<file path="src/rtl/inst_mem_loader_pkg.sv">
// Shared definitions for the instruction-memory loader: FSM state encodings
// and the default end-of-program marker.
package inst_mem_loader_pkg;

  typedef enum logic [1:0] {
    ST_IDLE  = 2'd0,
    ST_LOAD  = 2'd1,
    ST_CHECK = 2'd2,
    ST_DONE  = 2'd3
  } state_t;

  localparam logic [31:0] DEFAULT_HALT_WORD = 32'hFFFF_FFFF;

endpackage

</file>
<file path="src/rtl/inst_mem_loader_word_assembler.sv">
// Word assembler: packs four bytes MSB-first into a 32-bit word. word/word_valid
// are combinational so the loader can register the write on the 4th-byte edge.
module inst_mem_loader_word_assembler (
  input  logic        clk,
  input  logic        rst,
  input  logic        clear,
  input  logic        byte_valid,
  input  logic [7:0]  byte_data,
  output logic [31:0] word,
  output logic        word_valid
);

  logic [1:0]  byte_cnt;
  logic [23:0] shift_q;

  always_ff @(posedge clk) begin
    if (!rst || clear) begin
      byte_cnt <= 2'd0;
      shift_q  <= 24'd0;
    end else if (byte_valid) begin
      shift_q  <= {shift_q[15:0], byte_data};
      byte_cnt <= byte_cnt + 2'd1;
    end
  end

  // The 4th byte completes the word straight from the input bus.
  assign word       = {shift_q, byte_data};
  assign word_valid = byte_valid && (byte_cnt == 2'd3);

endmodule

</file>
<file path="src/rtl/inst_mem_loader.sv">
// Instruction-memory loader: byte stream -> sequential 32-bit writes until HALT.
// Optional LOADER_CHECKSUM_EN adds a trailing XOR checksum byte and checksum_err.
//
// Handshake: rx_valid is a one-cycle strobe with no back-pressure; a byte is
// consumed on every clk edge where rx_valid=1 and the loader is in LOAD.
// write_inst_mem is a one-cycle strobe; addr/data are stable while it is high.
module inst_mem_loader
  import inst_mem_loader_pkg::*;
#(
  parameter int          ADDR_BITS = 8,
  parameter logic [31:0] HALT_WORD = DEFAULT_HALT_WORD
) (
  input  logic                 clk,
  input  logic                 rst,
  input  logic                 start,
  input  logic [7:0]           rx_data,
  input  logic                 rx_valid,
  output logic                 write_inst_mem,
  output logic [ADDR_BITS-1:0] inst_mem_addr,
  output logic [31:0]          inst_mem_data,
  output logic                 busy,
  output logic                 done,
  output logic                 overflow,
  output logic [ADDR_BITS:0]   words_loaded,
`ifdef LOADER_CHECKSUM_EN
  output logic                 checksum_err,
`endif
  output logic [1:0]           state_dbg
);

  localparam logic [ADDR_BITS-1:0] LAST_ADDR = '1;

  state_t               state, next_state;
  logic [ADDR_BITS-1:0] wr_ptr;
  logic [31:0]          word;
  logic                 word_valid;
  logic                 byte_accept;
  logic                 load_start;
  logic                 halt_wr;
  logic                 last_wr;

  assign byte_accept = rx_valid && (state == ST_LOAD);
  assign load_start  = start && ((state == ST_IDLE) || (state == ST_DONE));
  // End conditions are taken from the registered strobe so done follows it by one cycle.
  assign halt_wr     = write_inst_mem && (inst_mem_data == HALT_WORD);
  assign last_wr     = write_inst_mem && (inst_mem_addr == LAST_ADDR);

  inst_mem_loader_word_assembler u_word_assembler (
    .clk        (clk),
    .rst        (rst),
    .clear      (load_start),
    .byte_valid (byte_accept),
    .byte_data  (rx_data),
    .word       (word),
    .word_valid (word_valid)
  );

  always_ff @(posedge clk) begin
    if (!rst) state <= ST_IDLE;
    else      state <= next_state;
  end

  always_comb begin
    next_state = state;
    case (state)
      ST_IDLE:  if (start) next_state = ST_LOAD;
      ST_LOAD: begin
`ifdef LOADER_CHECKSUM_EN
        if (halt_wr)      next_state = ST_CHECK;
`else
        if (halt_wr)      next_state = ST_DONE;
`endif
        else if (last_wr) next_state = ST_DONE;
      end
      ST_CHECK: if (rx_valid) next_state = ST_DONE;
      ST_DONE:  if (start) next_state = ST_LOAD;
      default:  next_state = ST_IDLE;
    endcase
  end

  always_comb begin
    busy      = (state == ST_LOAD) || (state == ST_CHECK);
    done      = (state == ST_DONE);
    state_dbg = state;
  end

  always_ff @(posedge clk) begin
    if (!rst) begin
      write_inst_mem <= 1'b0;
      inst_mem_addr  <= '0;
      inst_mem_data  <= 32'd0;
      wr_ptr         <= '0;
      words_loaded   <= '0;
      overflow       <= 1'b0;
    end else begin
      write_inst_mem <= word_valid;
      if (load_start) begin
        wr_ptr       <= '0;
        words_loaded <= '0;
        overflow     <= 1'b0;
      end
      if (word_valid) begin
        inst_mem_addr <= wr_ptr;
        inst_mem_data <= word;
        wr_ptr        <= wr_ptr + 1'b1;
        words_loaded  <= words_loaded + 1'b1;
      end
      if ((state == ST_LOAD) && last_wr && !halt_wr) overflow <= 1'b1;
    end
  end

`ifdef LOADER_CHECKSUM_EN
  logic [7:0] chk_xor;

  always_ff @(posedge clk) begin
    if (!rst) begin
      chk_xor      <= 8'd0;
      checksum_err <= 1'b0;
    end else if (load_start) begin
      chk_xor      <= 8'd0;
      checksum_err <= 1'b0;
    end else if (byte_accept) begin
      chk_xor <= chk_xor ^ rx_data;
    end else if ((state == ST_CHECK) && rx_valid) begin
      checksum_err <= (rx_data != chk_xor);
    end
  end
`endif

endmodule

</file>
<file path="config.mk">
export PLATFORM = sky130hd
export DESIGN_NAME = inst_mem_loader
export DESIGN_NICKNAME = d
export VERILOG_FILES = /design/src/rtl/inst_mem_loader_pkg.sv /design/src/rtl/inst_mem_loader_word_assembler.sv /design/src/rtl/inst_mem_loader.sv
export SDC_FILE = /design/constraint.sdc
export NUM_CORES = 1
export LEC_CHECK = 0
export ABC_AREA = 1
export CELL_PAD_IN_SITES_DETAIL_PLACEMENT = 0
export CELL_PAD_IN_SITES_GLOBAL_PLACEMENT = 1
export CORE_ASPECT_RATIO = 0.5
export CORE_MARGIN = 5
export CORE_UTILIZATION = 38
export CTS_CLUSTER_SIZE = 24
export DETAILED_ROUTE_END_ITERATION = 10
export PLACE_DENSITY_LB_ADDON = 0.2
export SYNTH_ARGS = -nofsm -noshare
export SYNTH_HDL_FRONTEND = slang
export SYNTH_HIERARCHICAL = 1
export SYNTH_SLANG_ARGS = --single-unit
</file>
<file path="constraint.sdc">
create_clock -name clk -period 2.3 [get_ports clk]
set_clock_uncertainty 0.05 [all_clocks]
set_input_delay 0.69 -clock clk [delete_from_list [all_inputs] [get_ports clk]]
set_output_delay 0.69 -clock clk [all_outputs]
set_load 0.02 [all_outputs]
</file>
Word-level counts from Yosys, hierarchy flattened
Cells that the tools add are included.
{ "word_totals": {"regBits": 87, "output_inout_bits": 55} }
{ "classes": {"n_addsub": 3, "n_eq_ne": 9, "mux": 11, "n_reduce_logical": 17} }
{ "ops": {"columns": ["op", "count"], "rows": [
  ["32-bit equality test, second input constant", 1],
  ["9-bit two-way mux", 2],
  ["8-bit two-way mux", 2],
  ["9-bit by 1-bit adder with 9-bit output, second input constant", 1],
  ["8-bit by 1-bit adder with 8-bit output, second input constant", 1],
  ["8-bit equality test, second input constant", 1],
  ["2-bit two-way mux", 4],
  ["1-bit logical AND", 7],
  ["2-bit equality test, second input constant", 3],
  ["2-bit case mux with 3 select lines", 1],
  ["2-bit nonzero test", 2],
  ["1-bit logical OR", 3],
  ["3-bit != test, second input constant", 1],
  ["3-bit AND reduction", 1],
  ["2-bit by 1-bit adder with 2-bit output, second input constant", 1],
  ["2-bit by 1-bit equality test with 1-bit output, second input constant", 1],
  ["1-bit logical NOT", 2],
  ["2-bit logical NOT", 1],
  ["1-bit two-way mux", 2],
  ["2-bit by 1-bit != test with 1-bit output, second input constant", 1],
  ["2-bit != test, second input constant", 1],
  ["2-bit OR reduction", 1]
]} }

Longest topological paths before layout
Gate-level depths: netlist of the first run.
{ "depth": {"word_depth": 5, "depth_mapped": 16, "depth_no_buf": 13} }

Hierarchy
Netlist of the first run, hierarchy kept.
{ "modules_own_cells": {"columns": ["module", "instances", "cells_each", "area_each_um2"], "rows": [
  ["inst_mem_loader", 1, 342, 2536.2],
  ["inst_mem_loader_word_assembler", 1, 127, 1164.9]
]} }

Worst setup path before layout of the first run
No wires, ideal clock.
{ "synth_timing": {"path_type": "register to register", "start": "register state[1] (netlist: state_dbg[1])", "end": "register wr_ptr[4]", "arrival_ps": 1947, "setup_slack_ps": 188, "path_stages_with_launch": 15, "period_less_slack_ps": 2112, "path_cell_list": "dfxtp_1 inv_1 ha_1 nand2_1 inv_1 buf_6 buf_6 nand2_1 inv_1 buf_6 nor2_1 inv_1 a32o_1 o21ai_0 inv_1"} }
{ "synth_between": {"elab_chain_len": 4, "word_cells_on_any_way": 9, "cone_classes": "2 x eq/ne; 1 x mux; 6 x reduce/logical"} }
{ "synth_lines": {"columns": ["item", "line", "text"], "rows": [
  ["start, declared", "inst_mem_loader.sv:33", "state_t state, next_state;"],
  ["start signal, assigned", "inst_mem_loader.sv:60", "else state <= next_state;"],
  ["2-bit by 1-bit equality test with 1-bit output (*)", "inst_mem_loader.sv:42", "assign byte_accept = rx_valid && (state == ST_LOAD);"],
  ["1-bit logical AND (*)", "inst_mem_loader.sv:42", null],
  ["net byte_accept", "inst_mem_loader.sv:37", "logic byte_accept;"],
  ["1-bit logical AND (*)", "inst_mem_loader_word_assembler.sv:28", "assign word_valid = byte_valid && (byte_cnt == 2'd3);"],
  ["net word_valid", "inst_mem_loader.sv:36", "logic word_valid;"],
  ["8-bit two-way mux / 2-bit nonzero test (equally long branches)", null, null],
  ["end signal, assigned", "inst_mem_loader.sv:105", "wr_ptr <= wr_ptr + 1'b1;"],
  ["end, declared", "inst_mem_loader.sv:34", "logic [ADDR_BITS-1:0] wr_ptr;"]
]} }
Mark *: on every way through the listed nets, which the timed path passes. The rest lies on a longest branch.
A chain may end at the register's enable or synchronous reset.

Final worst setup path of the first run
{ "layout_timing": {"start": "register state[0] (netlist: state_dbg[0])", "end": "output port busy"} }
{ "layout_between": {"elab_chain_len": 2, "word_cells_on_any_way": 3, "cone_classes": "2 x eq/ne; 1 x reduce/logical"} }
{ "layout_lines": {"columns": ["item", "line", "text"], "rows": [
  ["2-bit by 1-bit equality test with 1-bit output / 2-bit equality test (equally long branches)", "inst_mem_loader.sv:82", "busy = (state == ST_LOAD) || (state == ST_CHECK);"],
  ["1-bit logical OR (*)", "inst_mem_loader.sv:82", null],
  ["end, declared", "inst_mem_loader.sv:21", "output logic busy,"]
]} }
Every way passes the cells marked *; elsewhere a longest branch is shown, timed or not.

==> results of run 1 <==
[logic make-up (layout without fill, tap and decap cells)]
| group | Yosys count | after routing |
|---|---|---|
| AND/OR/NAND/NOR | 216 | 216 |
| buffers and inverters | 62 | 134 |
| adder cells (fa/ha/maj) | 6 | 6 |
| AO/OA/AOI/OAI | 98 | 98 |
| flip-flops | 87 | 87 |
[cells in the final DEF (no fill, tap or decap), drive strengths merged]
cell and n:
nor3 1, nand4 3, nor3b 1, a32o 3, clkinvlp 2, a211oi 2
o22ai 3, ha 6, clkdlybuf4s50 64, bufinv 2, nand2 105, inv 31
dfxtp 87, o21ai 44, o221a 1, o31ai 2, clkbuf 10, a21oi 41
nand3 9, nand3b 1, buf 21, nor2 96, clkinv 2, dlygate4sd2 1
dlymetal6s2s 1, o311a 2
[worst max-delay path, stage by stage (launching register included)]
cell and delay (ps):
dfxtp_1 330, inv_1 60, ha_1 320, inv_1 80, dlygate4sd2_1 340
[cell usage after synthesis (all sizes together)]
library cell  count
nand3             9
a21oi            41
nand4             3
inv              31
nor3b             1
o311a             2
ha                6
nand3b            1
o31ai             2
buf              23
nand2           105
nor3              1
o22ai             3
a211oi            2
a32o              3
nor2             96
o21ai            44
dfxtp            87
clkbuf            8
o221a             1
[flip-flops by register name (all words and copies together), names as in the netlist]
signal                     flops
inst_mem_addr                  8
u_word_assembler/shift_q      24
words_loaded                   9
wr_ptr                         8
write_inst_mem                 1
inst_mem_data                 32
u_word_assembler/byte_cnt      2
state_dbg                      2
overflow                       1
[final timing paths]
| path | startpoint | endpoint | slack, ps | cells past startpoint |
|---|---|---|---|---|
| max | state_dbg[0] | busy | 100 | 4 |
| max reg2reg | state_dbg[0] | wr_ptr[7] | 500 | 13 |
| min reg2reg | u_word_assembler/shift_q[22] | u_word_assembler/shift_q[22] | 410 | 2 |
| min | u_word_assembler/shift_q[22] | u_word_assembler/shift_q[22] | 410 | 2 |
[through the flow]
step,cell area (µm²),util,setup TNS (ps),instances
floorplan,3700,-,0,469
global placement,4510,0.476,0,660
detailed placement,4510,0.476,-2.37,660
CTS,4820,0.509,0,676
global route,4820,0.509,0,676
finish,4820,0.509,0,676
[metal layers]
metal	up-vias	GRT usage	wire (µm)
li1	1632	-	-
met1	1420	0.226	4650
met2	64	0.242	3770
met3	10	0.0459	416
met4	0	0.0466	111
met5	-	0	0
[power by group through the flow]
stage	combinational, mW	clock, mW	sequential (mW)
global placement	0.550	0	1.60
CTS	0.542	1.58	1.57
finish	0.534	1.53	1.57
detailed placement	0.548	0	1.60
global route	0.593	1.66	1.57
floorplan	0.381	0	1.61
[final cells by class]
cell class,count,area [µm²]
well taps,135,169
fillers,944,4650
multi-input cells,320,1600
clock inverters,6,85.1
repair buffers,87,870
clock buffers,10,229
inverters,31,126
flip-flops and latches,87,1740
[what timing repair did]
item,CTS,global route
hold buffers,0,0
gates resized for setup,1,1
endpoints found under the setup margin,1,1
==> run metrics, run 1 <==
Total Power=3.64 mW; Synth Area in Adders=0.0203; router iterations before antenna repair=4; Synth area leaders=dfxtp_1 47%, nor2_1 9.5%, nand2_1 8.4%; # diodes=0; Avg Cell Area, Syn=roughly 8 µm²; library cells used by synthesis=30; Syn Nets=approximately 500; Synth Area in Compound Gates=0.166; initial antenna violation count=0; routed wire length=8.95 mm; Final Hold Fails=0; I/O Buffers=66; pre-CTS setup slack=-2.37 ps; die area=between 0.01 and 0.015 mm²; Avg WL per Cell=~13 µm; Comb power frac=0.147; main combinational cell family by area after synthesis=simple AND/OR/NAND/NOR gates; Yosys Warn Count=6; cell taking the most area after synthesis=dfxtp_1; Clock Power Share=0.422; Synth Area in XOR/XNOR=0; final antenna-violating net count=0; CTS clk-pin slew, worst paths=roughly 60 ps; cts bufs inserted=9; Cell Pwr Density=between 700 and 800 mW/mm²; HP Class=flip-flop to flip-flop; register share of total power=0.431; clk_lat worst skew=about 340 ps; DRC=0; layout net count=554; layout cells sized above 1=0.157; DP HPWL=about 6.3 mm; CTS tree=yes; max_slew headroom=0.777; H-tree depth=3; Area Growth Syn to Fin=30.4%; vias in the first global route=2961; switching power=between 0.9 and 1 mW; share of Yosys cell area claimed by the top area cell type=0.471; I/O Pins=67; crit-path max FO=3; Cell Area, Synth=around 0.0037 mm²; 1st-iter DRT viols=177; RSZ-0062 raised after global routing=false; slew of the pin with the lowest slew margin=334 ps; # rows=25; Clock Tree Root=clkbuf_16; Int Power=2.68 mW; post-synthesis sequential area ratio=0.471; core area=0.00948 mm²; Worst Setup Slack, final=between 100 and 150 ps; flops & latches, synth=87; Worst EP arrival=1460 ps; outcome=finished clean; DR vias=about 3100; crit path kind=flip-flop to primary output; Synth Area in Simple Gates=0.247; largest net degree at the start of global routing=28; post-CTS setup buffer count=0; crit end category=primary output; FMAX=between 400 and 500 MHz; gpl congestion=0.739; hold slack final=slightly above 400 ps; Final Slew Violations=0; Global Route Usage Sum=0.161; Lkg Pwr=approximately 1.9 nW; Die H=roughly 80 µm; post-DR vias/cell=between 4 and 5; # clock sinks=87; DIE WIDTH=~150 µm; CP startpoint kind=flip-flop; Setup-failing EPs final=0; period utilisation layout=0.955; max cap viols=0; maximum VDD drop=approximately 0.42 mV; first-pass GRT wire length=approximately 15 mm; Syn Inst Count=around 470; maximum clock insertion buffer count=2; GRT overflow=0; CP required=between 1500 and 2000 ps; switching part of the total=0.263; crit path time final=roughly 2200 ps; Starting Density=0.390; mux cell area share after synthesis=0
Power figures use the tool's default switching activity.
==> run 2: changes to the inputs <==
Settings changed: CORE_MARGIN 5 to unset.
==> run metrics, run 2 (same netlist as run 1, synthesis figures left out) <==
Hold Buf Count CTS=0; Largest regs=inst_mem_data (32), u_word_assembler/shift_q (24), words_loaded (9); Worst EP arrival=1420 ps; Top delay family on crit path=buffers and inverters; layout net count=between 500 and 600; CTS clk-pin slew, worst paths=~70 ps; 1st-iter DRT viols=128; DIE WIDTH=around 140 µm; pre-CTS setup slack=-1.36 ps; die area=roughly 0.010 mm²; # rows=25; Die H=71.8 µm; crit-path max FO=6; first-pass GRT wire length=14.6 mm; largest net degree at the start of global routing=38; # diodes=0; placed insts=between 600 and 700; commonest non-fill, non-tap cell in the layout=nor2_1; max_slew headroom=0.784; DP HPWL=6.08 mm; HP Class=flip-flop to flip-flop; Final Hold Fails=0; Cell Pwr Density=between 700 and 800 mW/mm²; maximum clock insertion buffer count=2; slew of the pin with the lowest slew margin=between 300 and 400 ps; post-CTS setup buffer count=0; RSZ-0062 raised after global routing=false; FMAX=approximately 460 MHz; Crit path depth=1; crit end category=primary output; Total Neg Setup Slack=0 ps; design area=between 0.004 and 0.005 mm²; gpl congestion=a little under 0.8; Avg WL per Cell=12.9 µm; Post-DP Area=between 0.004 and 0.005 mm²; CP startpoint kind=flip-flop; CP required=around 1600 ps; clk_lat worst skew=340 ps; router iterations before antenna repair=4; worst-path cell chain=clkdlybuf4s50_1; crit path kind=flip-flop to primary output; hold depth=2; Largest Register=inst_mem_data; crit path time final=2160 ps; GRT overflow=0; H-tree depth=3; worst reg2reg path depth=13; Area Growth Syn to Fin=28.9%; Slowest cell on crit path=clkdlybuf4s50_1; period utilisation layout=0.940; max cap viols=0; vias in the first global route=~3000; Final Instance Count excl. Fillers=between 600 and 700; Lkg Pwr=approximately 1.9 nW; outcome=finished clean; Worst Setup Slack, final=about 140 ps; Setup-failing EPs final=0; routed wire length=a little under 9 mm; I/O Pins=67; most frequent cells in the layout=94 x nor2_1, 87 x dfxtp_1, 83 x nand2_1; core area=~0.0094 mm²; Critical Path Max Stage Delay=640 ps; maximum VDD drop=slightly below 0.4 mV; Global Route Usage Sum=0.183; DR vias=around 3100; max reg flops=32; Starting Density=0.392; cts bufs inserted=9; Total Power=about 3.5 mW; CTS tree=yes; DRC=0; initial antenna violation count=0; post-DR vias/cell=roughly 4.6; # clock sinks=a little under 90; Final Slew Violations=0; Clock Tree Root=clkbuf_16; Bufs and invs on worst path=1; final antenna-violating net count=0; layout cells sized above 1=0.162; I/O Buffers=66
==> run 2: area by class of cell <==
type	instances	area, µm²
Clock inverter	6	43.8
Clock buffer	10	239
Tap cell	135	169
Timing Repair Buffer	88	848
Sequential cell	87	1740
Multi-Input combinational cell	320	1600
Fill cell	977	4670
Inverter	31	126
==> run 2: final timing paths <==
path	start	endpoint	slack [ps]
max	words_loaded[2]	words_loaded[2]	140
max reg2reg	state_dbg[1]	wr_ptr[7]	450
min reg2reg	u_word_assembler/shift_q[23]	u_word_assembler/shift_q[23]	420
min	u_word_assembler/shift_q[23]	u_word_assembler/shift_q[23]	420
==> run 2: timing repair <==
item	CTS	global route
gates resized for setup	2	2
endpoints found under the setup margin	1	2
endpoints found under the hold margin	0	0
==> run 2: layer usage <==
metal | part of all wire | GRT usage | up-vias
met3 | 0.035 | 0.0528 | 4
met4 | 0.0060 | 0.0466 | 0
met5 | 0 | 0 | -
met2 | 0.43 | 0.278 | 45
met1 | 0.53 | 0.255 | 1435
li1 | - | - | 1647
==> run 2: stage by stage <==
step                      hold WS [ps]   util
after floorplan                    386      -
after global placement             403  0.475
after detailed placement           406  0.475
after CTS                          415  0.505
after global routing               436  0.505
final                              416  0.505
==> run 2: report_power, final <==
group	leakage, nW	switching, mW	internal, mW	total [mW]
sequential	0.701	0.0349	1.54	1.57
combinational	1.05	0.335	0.203	0.538
clock	0.139	0.610	0.767	1.38
